<file path="config.mk">
export PLATFORM = sky130hd
export DESIGN_NAME = product_accumulator
export DESIGN_NICKNAME = d
export VERILOG_FILES = /design/src/rtl/prod_acc_pkg.sv /design/src/rtl/sat_adder.sv /design/src/rtl/product_accumulator.sv
export SDC_FILE = /design/constraint.sdc
export NUM_CORES = 1
export LEC_CHECK = 0
export CAP_MARGIN = 20
export CELL_PAD_IN_SITES_DETAIL_PLACEMENT = 1
export CELL_PAD_IN_SITES_GLOBAL_PLACEMENT = 1
export CORE_MARGIN = 2
export CORE_UTILIZATION = 44
export CTS_BUF_LIST = sky130_fd_sc_hd__clkbuf_16
export DETAILED_ROUTE_END_ITERATION = 10
export DONT_BUFFER_PORTS = 1
export PLACE_DENSITY = 0.85
export SYNTH_ARGS = -nofsm -noshare
export SYNTH_HDL_FRONTEND = slang
export SYNTH_SLANG_ARGS = --single-unit
</file>
<file path="constraint.sdc">
create_clock -name clk -period 2.15 [get_ports clk]
set_input_delay 0.5375 -clock clk [delete_from_list [all_inputs] [get_ports clk]]
set_output_delay 0.5375 -clock clk [all_outputs]
set_load 0.02 [all_outputs]
</file>
<file path="src/rtl/prod_acc_pkg.sv">
// Shared types and constants for the product accumulator and its saturating adder.
package prod_acc_pkg;

  typedef enum logic [1:0] {
    IDLE  = 2'd0,
    ACCUM = 2'd1,
    DONE  = 2'd2
  } state_t;

  localparam int PROD_W    = 8;
  localparam int DEF_ACC_W = 16;
  localparam int DEF_CNT_W = 4;

  // All-ones value of a w-bit unsigned word.
  function automatic logic [63:0] satmax(input int w);
    return (64'd1 << w) - 64'd1;
  endfunction

endpackage

</file>
<file path="src/rtl/sat_adder.sv">
// Unsigned ACC_W + 8-bit adder that clamps to the all-ones value on overflow.
module sat_adder
  import prod_acc_pkg::*;
#(
  parameter int ACC_W = DEF_ACC_W
) (
  input  logic [ACC_W-1:0]  acc,
  input  logic [PROD_W-1:0] prod,
  output logic [ACC_W-1:0]  sum,
  output logic              ovf
);

  localparam logic [ACC_W-1:0] ACC_MAX = ACC_W'(satmax(ACC_W));

  // One extra bit catches the carry out; ACC_W >= PROD_W keeps the pad width legal.
  logic [ACC_W:0] raw_sum;

  assign raw_sum = {1'b0, acc} + {{(ACC_W + 1 - PROD_W){1'b0}}, prod};
  assign ovf     = raw_sum[ACC_W];
  assign sum     = ovf ? ACC_MAX : raw_sum[ACC_W-1:0];

endmodule

</file>
<file path="src/rtl/product_accumulator.sv">
// Accumulates a programmed number of 8-bit products into a saturating sum and
// presents it on a valid/ready output.
module product_accumulator
  import prod_acc_pkg::*;
#(
  parameter int ACC_W = DEF_ACC_W,
  parameter int CNT_W = DEF_CNT_W
) (
  input  logic              clk,
  input  logic              rst,
  input  logic              start,
  input  logic [CNT_W-1:0]  n_terms,
  input  logic [PROD_W-1:0] prod_in,
  input  logic              prod_valid,
  output logic              prod_ready,
  output logic [ACC_W-1:0]  sum_out,
  output logic              sum_valid,
  input  logic              sum_ready,
  output logic              sat,
  output logic              busy,
  output logic [CNT_W-1:0]  term_cnt
);

  state_t           state_reg;
  logic [ACC_W-1:0] acc_reg;
  logic [CNT_W-1:0] n_reg;
  logic [ACC_W-1:0] add_sum;
  logic             add_ovf;
  logic             last_term;

  sat_adder #(.ACC_W(ACC_W)) u_sat_adder (
    .acc  (acc_reg),
    .prod (prod_in),
    .sum  (add_sum),
    .ovf  (add_ovf)
  );

  // Handshake status is decoded from state alone so no input reaches an output.
  assign prod_ready = (state_reg == ACCUM);
  assign sum_valid  = (state_reg == DONE);
  assign busy       = (state_reg != IDLE);
  assign last_term  = (term_cnt == n_reg - CNT_W'(1));

  always_ff @(posedge clk or posedge rst) begin
    if (rst) begin
      state_reg <= IDLE;
      acc_reg   <= '0;
      n_reg     <= '0;
      term_cnt  <= '0;
      sum_out   <= '0;
      sat       <= 1'b0;
    end else begin
      case (state_reg)
        IDLE: begin
          if (start) begin
            acc_reg  <= '0;
            term_cnt <= '0;
            sat      <= 1'b0;
            n_reg    <= n_terms;
            if (n_terms == '0) begin
              sum_out   <= '0;
              state_reg <= DONE;
            end else begin
              state_reg <= ACCUM;
            end
          end
        end
        ACCUM: begin
          if (prod_valid) begin
            acc_reg  <= add_sum;
            term_cnt <= term_cnt + CNT_W'(1);
            if (add_ovf) sat <= 1'b1;
            if (last_term) begin
              sum_out   <= add_sum;
              state_reg <= DONE;
            end
          end
        end
        DONE: begin
          if (sum_ready) state_reg <= IDLE;
        end
        default: state_reg <= IDLE;
      endcase
    end
  end

endmodule

</file>
## Yosys cells after proc, flatten, opt, wreduce, memory -nomap -nowiden

Index checks and enable logic that the tools add are counted.

| word-level totals | value |
|---|---|
| register bits | 43 |
| latch bits | 0 |
| RAM bits | 0 |
| memory bits (read-only) | 0 |
| input bits | 17 |
| output and inout port bits | 24 |
| memories | 0 |

| operators by class | value |
|---|---|
| $add $sub $neg | 3 |
| $mul | 0 |
| div/mod/pow operators | 0 |
| $lt $le $gt $ge | 0 |
| equal/unequal tests | 9 |
| shift-type cells | 0 |
| mux-type cells | 22 |
| bitwise operators | 0 |
| reduce and logical (&&, ||, !) cells | 9 |

Operator list:

| kind | count |
|---|---|
| 16-bit 2-to-1 mux | 7 |
| 16-bit one-hot mux with 2 select lines | 2 |
| 16-bit by 8-bit adder with 17-bit output | 1 |
| 2-bit 2-to-1 mux | 5 |
| 4-bit 2-to-1 mux | 2 |
| 4-bit one-hot mux with 2 select lines | 1 |
| 4-bit AND reduction | 2 |
| 2-bit by 1-bit inequality test with 1-bit output (second input constant) | 3 |
| 2-bit inequality test (second input constant) | 3 |
| 2-bit one-hot mux with 3 select lines | 1 |
| 5-bit AND reduction | 1 |
| 4-bit by 1-bit adder with 4-bit output (second input constant) | 1 |
| 4-bit equality test | 1 |
| 4-bit zero test | 1 |
| 2-bit nonzero test | 2 |
| 4-bit by 1-bit subtractor with 4-bit output (second input constant) | 1 |
| 1-bit 2-to-1 mux | 3 |
| 3-bit AND reduction | 1 |
| 2-bit by 1-bit equality test with 1-bit output (second input constant) | 1 |
| 2-bit equality test (second input constant) | 1 |
| 2-bit zero test | 1 |
| 1-bit one-hot mux with 2 select lines | 1 |
| 2-bit AND reduction | 1 |

## Depth between registers and ports, before layout

| logic depth | value |
|---|---|
| depth in word-level cells | 5 |
| mapped depth | 9 |
| gate-level depth less buffers | 8 |

## Cells and area by module

Synthesis repeated with hierarchy kept, for this count alone.

| unflattened totals | value |
|---|---|
| cell total of the unflattened synthesis | 268 |
| area, all modules | 2,633.8 µm² |

Modules (own cells, without submodules):

| module | instances | cells an instance | area each (µm²) | sequential area each (µm²) |
|---|---|---|---|---|
| product_accumulator | 1 | 177 | 1,954.4 | 1,076.0 |
| sat_adder | 1 | 91 | 679.4 | 0.0 |

## Worst setup path before layout

Ideal clock, no wire load.

| timing path | value |
|---|---|
| path kind | input port to flip-flop |
| start point | input port prod_in[0] |
| end point | register sum_out[12] |
| setup time | 0.146 ns |
| data arrival time | 2.338 ns |
| setup slack | -0.334 ns |
| cell stages on the path | 8 |
| path buffers | 0 |
| cell sequence | ha_1 -> fa_1 -> a211o_1 -> a211oi_2 -> a211oi_4 -> nand4_1 -> mux2i_1 -> o31ai_2 |

| on the way | value |
|---|---|
| longest elaborated chain between the ends | 5 |

Ends and longest elaborated chain:

| what | line | text |
|---|---|---|
| from (decl) | product_accumulator.sv:13 | `input logic [PROD_W-1:0] prod_in,` |
| 16-bit by 8-bit adder with 17-bit output | sat_adder.sv:18 | `assign raw_sum = {1'b0, acc} + {{(ACC_W + 1 - PROD_W){1'b0}}, prod};` |
| 16-bit 2-to-1 mux | sat_adder.sv:20 | `assign sum = ovf ? ACC_MAX : raw_sum[ACC_W-1:0];` |
| 16-bit 2-to-1 mux | product_accumulator.sv:73 | `if (last_term) begin` |
| 16-bit 2-to-1 mux | product_accumulator.sv:69 | `if (prod_valid) begin` |
| 16-bit one-hot mux with 2 select lines | product_accumulator.sv:53 | `case (state_reg)` |
| to (signal assigned) | product_accumulator.sv:74 | `sum_out <= add_sum;` |
| to (decl) | product_accumulator.sv:16 | `output logic [ACC_W-1:0] sum_out,` |

No other way between the ends. The select of a mux whose other input is x is not followed.
A chain may end at the register's enable or synchronous reset.

## Worst setup path after layout

| timing path | value |
|---|---|
| start point | register acc_reg[0] |
| end point | register sum_out[8] |

| on the way | value |
|---|---|
| longest elaborated chain between the ends | 5 |

Ends and longest elaborated chain:

| what | line | text |
|---|---|---|
| from (decl) | product_accumulator.sv:25 | `logic [ACC_W-1:0] acc_reg;` |
| from (signal assigned) | product_accumulator.sv:70 | `acc_reg <= add_sum;` |
| 16-bit by 8-bit adder with 17-bit output | sat_adder.sv:18 |  |
| 16-bit 2-to-1 mux | sat_adder.sv:20 |  |
| 16-bit 2-to-1 mux | product_accumulator.sv:73 |  |
| 16-bit 2-to-1 mux | product_accumulator.sv:69 |  |
| 16-bit one-hot mux with 2 select lines | product_accumulator.sv:53 |  |

No other way between the ends. The select of a mux whose other input is x is not followed.

==> metrics.cfg <==
[outcome]
status = finished, violations left
violations = negative setup slack

[final_layout]
area_growth_pct = 26.5
seq_area_um2 = 1080
utilization_pct = 57.6
drive_gt1_share_pct = 33.8
antennaDiodeCount = 0
fin_nets = 317
final_cell_area_um2 = 3170
multi_input_area_um2 = 1550
final.fill_count = 608

[synth]
synth_edf_count = 0
yosys_warnings = 0
syn_inst = 255
synth_top_area_share_pct = 42.9
synth_area_per_cell_um2 = 9.84
synth_seq_area_share_pct = 42.9
synth_nets = 283
async_flop_share_pct = 100
yosys.area.top_type = dfrtp_1
ys_types = 57
synth_ff_type = dfrtp_1
synth-seq-cells = 43
synth_area_leaders = dfrtp_1, nand2_1, ha_1, o21ai_0, o31ai_2
syn-cell-area_um2 = 2510

[global_routing]
grt_usage_pct = 24.8
grt_max_degree = 44
antenna_found_initial = 0
gr-total-overflow = 0
first_global_vias = 2351
grt_pass1_wl_mm = 11.8

[worst_hold_path]
holdCritPathClass = input pin to async pin

[floorplan]
die_w_um = 79.5
start_util_pct = 45.6
die_height_um = 79.5
ios = 41
core_area_um2 = 5510
dieArea_um2 = 6320
rows = 27

[routing]
wl_per_cell_um = 21.5
met2WireLength_mm = 4.09
highest_layer = met4
drtPass1Iterations = 4
wl_met3_um = 376
drcViolationCount = 0
ant_nets = 0
routed_via_density = 5.98
drtIter0Drc = 165
wl_met1_mm = 3.13
wl_mm = 7.80
via_count = 2163

[sta]
hold_viol_final = 0
worst_pin_slew_ns = 0.571
rsz0062_at_grt = true
drv_slew = 0
fin_ws_ns = -0.162
fmax_ghz = 0.432
worst_hold_slack_ns = 0.268
maxSlewHeadroom_pct = 62.0
period_needed_ns = 2.31
finalClockSkew_ns = 0.00758
finalSetupViolCount = 26
fin_tns_setup_ns = -1.97
fin_crit_sh_pct = 108

[clock_tree]
hold_buffers = 0
numClockSinks = 43
cts_made_buffers = 5
clk_path_buf_depth = 2
clk_latency_ns = 0.29
clk_pin_slew_ns = 0.06
clockRootBuffer = clkbuf_16
cts_tree = built
htree_levels = 2

[critical_path]
arrival_ns = 2.49
required_ns = 2.33
critPathCaptureType = flop
worst_r2r_path_depth = 9
reg2reg_from = acc_reg[0]
reg2reg_slack_ns = -0.16
r2r-end = sum_out[8]
path_cells = ha_4 > fa_2 > a211o_1 > a21oi_2 > o21ai_2 > nand3_1 > buf_6 > o21ai_0 > a22o_1
cp_max_fo = 8
slowest_delay_ns = 0.40
crit_type = flop to flop
cp_slowest_cell = dfrtp_1
critPathLaunchType = flop

[pwr]
leakage_nw = 1.46
irDropWorstVdd_v = 0.000659
powerDensity_nw_per_um2 = 1460

[placement]
hpwl_mm = 5.05
gp_congestion = 0.812
io_buffers = 0
placed_area_um2 = 2840

[job]
drv_cap = 0

-- final cells by class --
cell class              count  share of cell area [%]
multi-input cells         196                    48.8
flip-flops and latches     43                    33.9
repair buffers             36                    9.15
clock buffers               5                    3.94
well taps                  72                    2.84
inverters                   7                   0.828
clock inverters             3                   0.513
-- power by group --
part	switching (mW)	leakage, nW	total (mW)	internal (mW)
registers	0.306	0.572	1.35	1.04
logic	1.47	0.821	2.53	1.05
clock network	0.326	0.0710	0.751	0.425
total	2.11	1.46	4.62	2.52
-- routing by layer --
metal / up-vias / GRT usage (%)
li1: 981 / -
met1: 1107 / 28.8
met2: 61 / 44.5
met3: 14 / 5.32
met4: 0 / 9.14
met5: - / 0
-- kinds of logic (layout without fill, tap and decap cells) --
logic type      count (synthesis)  count (layout)  share of synthesized area [%]
buf+inv                        17              51                           3.19
mux                             3               3                           1.30
simple gates                   84              85                           16.0
fa+ha+maj                      11              11                           5.79
xor+xnor                       16              16                           6.13
compound gates                 81              81                           24.7
flops                          43              43                           42.9
-- worst max path at each step --
stage	startpoint	endpoint	slack, ns	cells after the start
2_1_floorplan	prod_in[0]	acc_reg[10]	-0.16	9
3_3_place_gp	prod_in[0]	acc_reg[10]	-0.25	8
3_5_place_dp	prod_in[0]	acc_reg[0]	-0.35	8
4_1_cts	acc_reg[0]	sum_out[12]	-0.12	8
5_1_grt	acc_reg[0]	sum_out[8]	-0.23	9
6_report	acc_reg[0]	sum_out[8]	-0.16	9
-- Yosys cell counts (3+ instances only) --
cell type	count
clkbuf_1	3
xnor2_1	7
nand2_1	38
dfrtp_1	43
buf_2	4
nand2b_1	3
ha_1	10
xor2_1	8
nor3_1	3
a22o_1	9
nor2_1	18
a21oi_1	10
a21o_1	5
inv_1	7
o31ai_2	8
o21ai_0	20
nand3_1	6
o21ai_1	6
-- cell usage in the layout (no fill, tap or decap), drive strengths merged, types with 3 or more instances in the layout --
master	instances
clkbuf	5
nand2b	3
xor2	8
nor3	4
a211oi	3
nand3	7
o21ai	28
nand2	38
ha	10
a21oi	12
a22o	9
nor2	21
inv	7
xnor2	7
o31ai	9
a21o	5
buf	36
dfrtp	43
o211ai	3
-- stage by stage --
step                      std cells  total power [mW]  setup WS [ns]
after floorplan                 255              2.73         -0.164
after global placement          350              3.32         -0.251
after detailed placement        350              3.45         -0.351
after CTS                       362              4.40         -0.115
after global routing            362              4.86         -0.230
final                           362              4.62         -0.162
-- what timing repair did --
action	4_1_cts	5_1_grt
buffers inserted	3	2
resized for setup	23	24
pin swaps	15	16
cloned	1	0
setup endpoints to repair	32	33
endpoints found under the hold margin	0	0
-- worst max-delay path, delay by kind of cell (launching register included) --
kind,cells,cell delay [ns]
AO/OA/AOI/OAI,5,0.94
AND/OR/NAND/NOR,1,0.11
buffers and inverters,1,0.16
adder cells (fa/ha/maj),2,0.58
flip-flops,1,0.40
No activity file was read; power rests on OpenSTA's default activity.
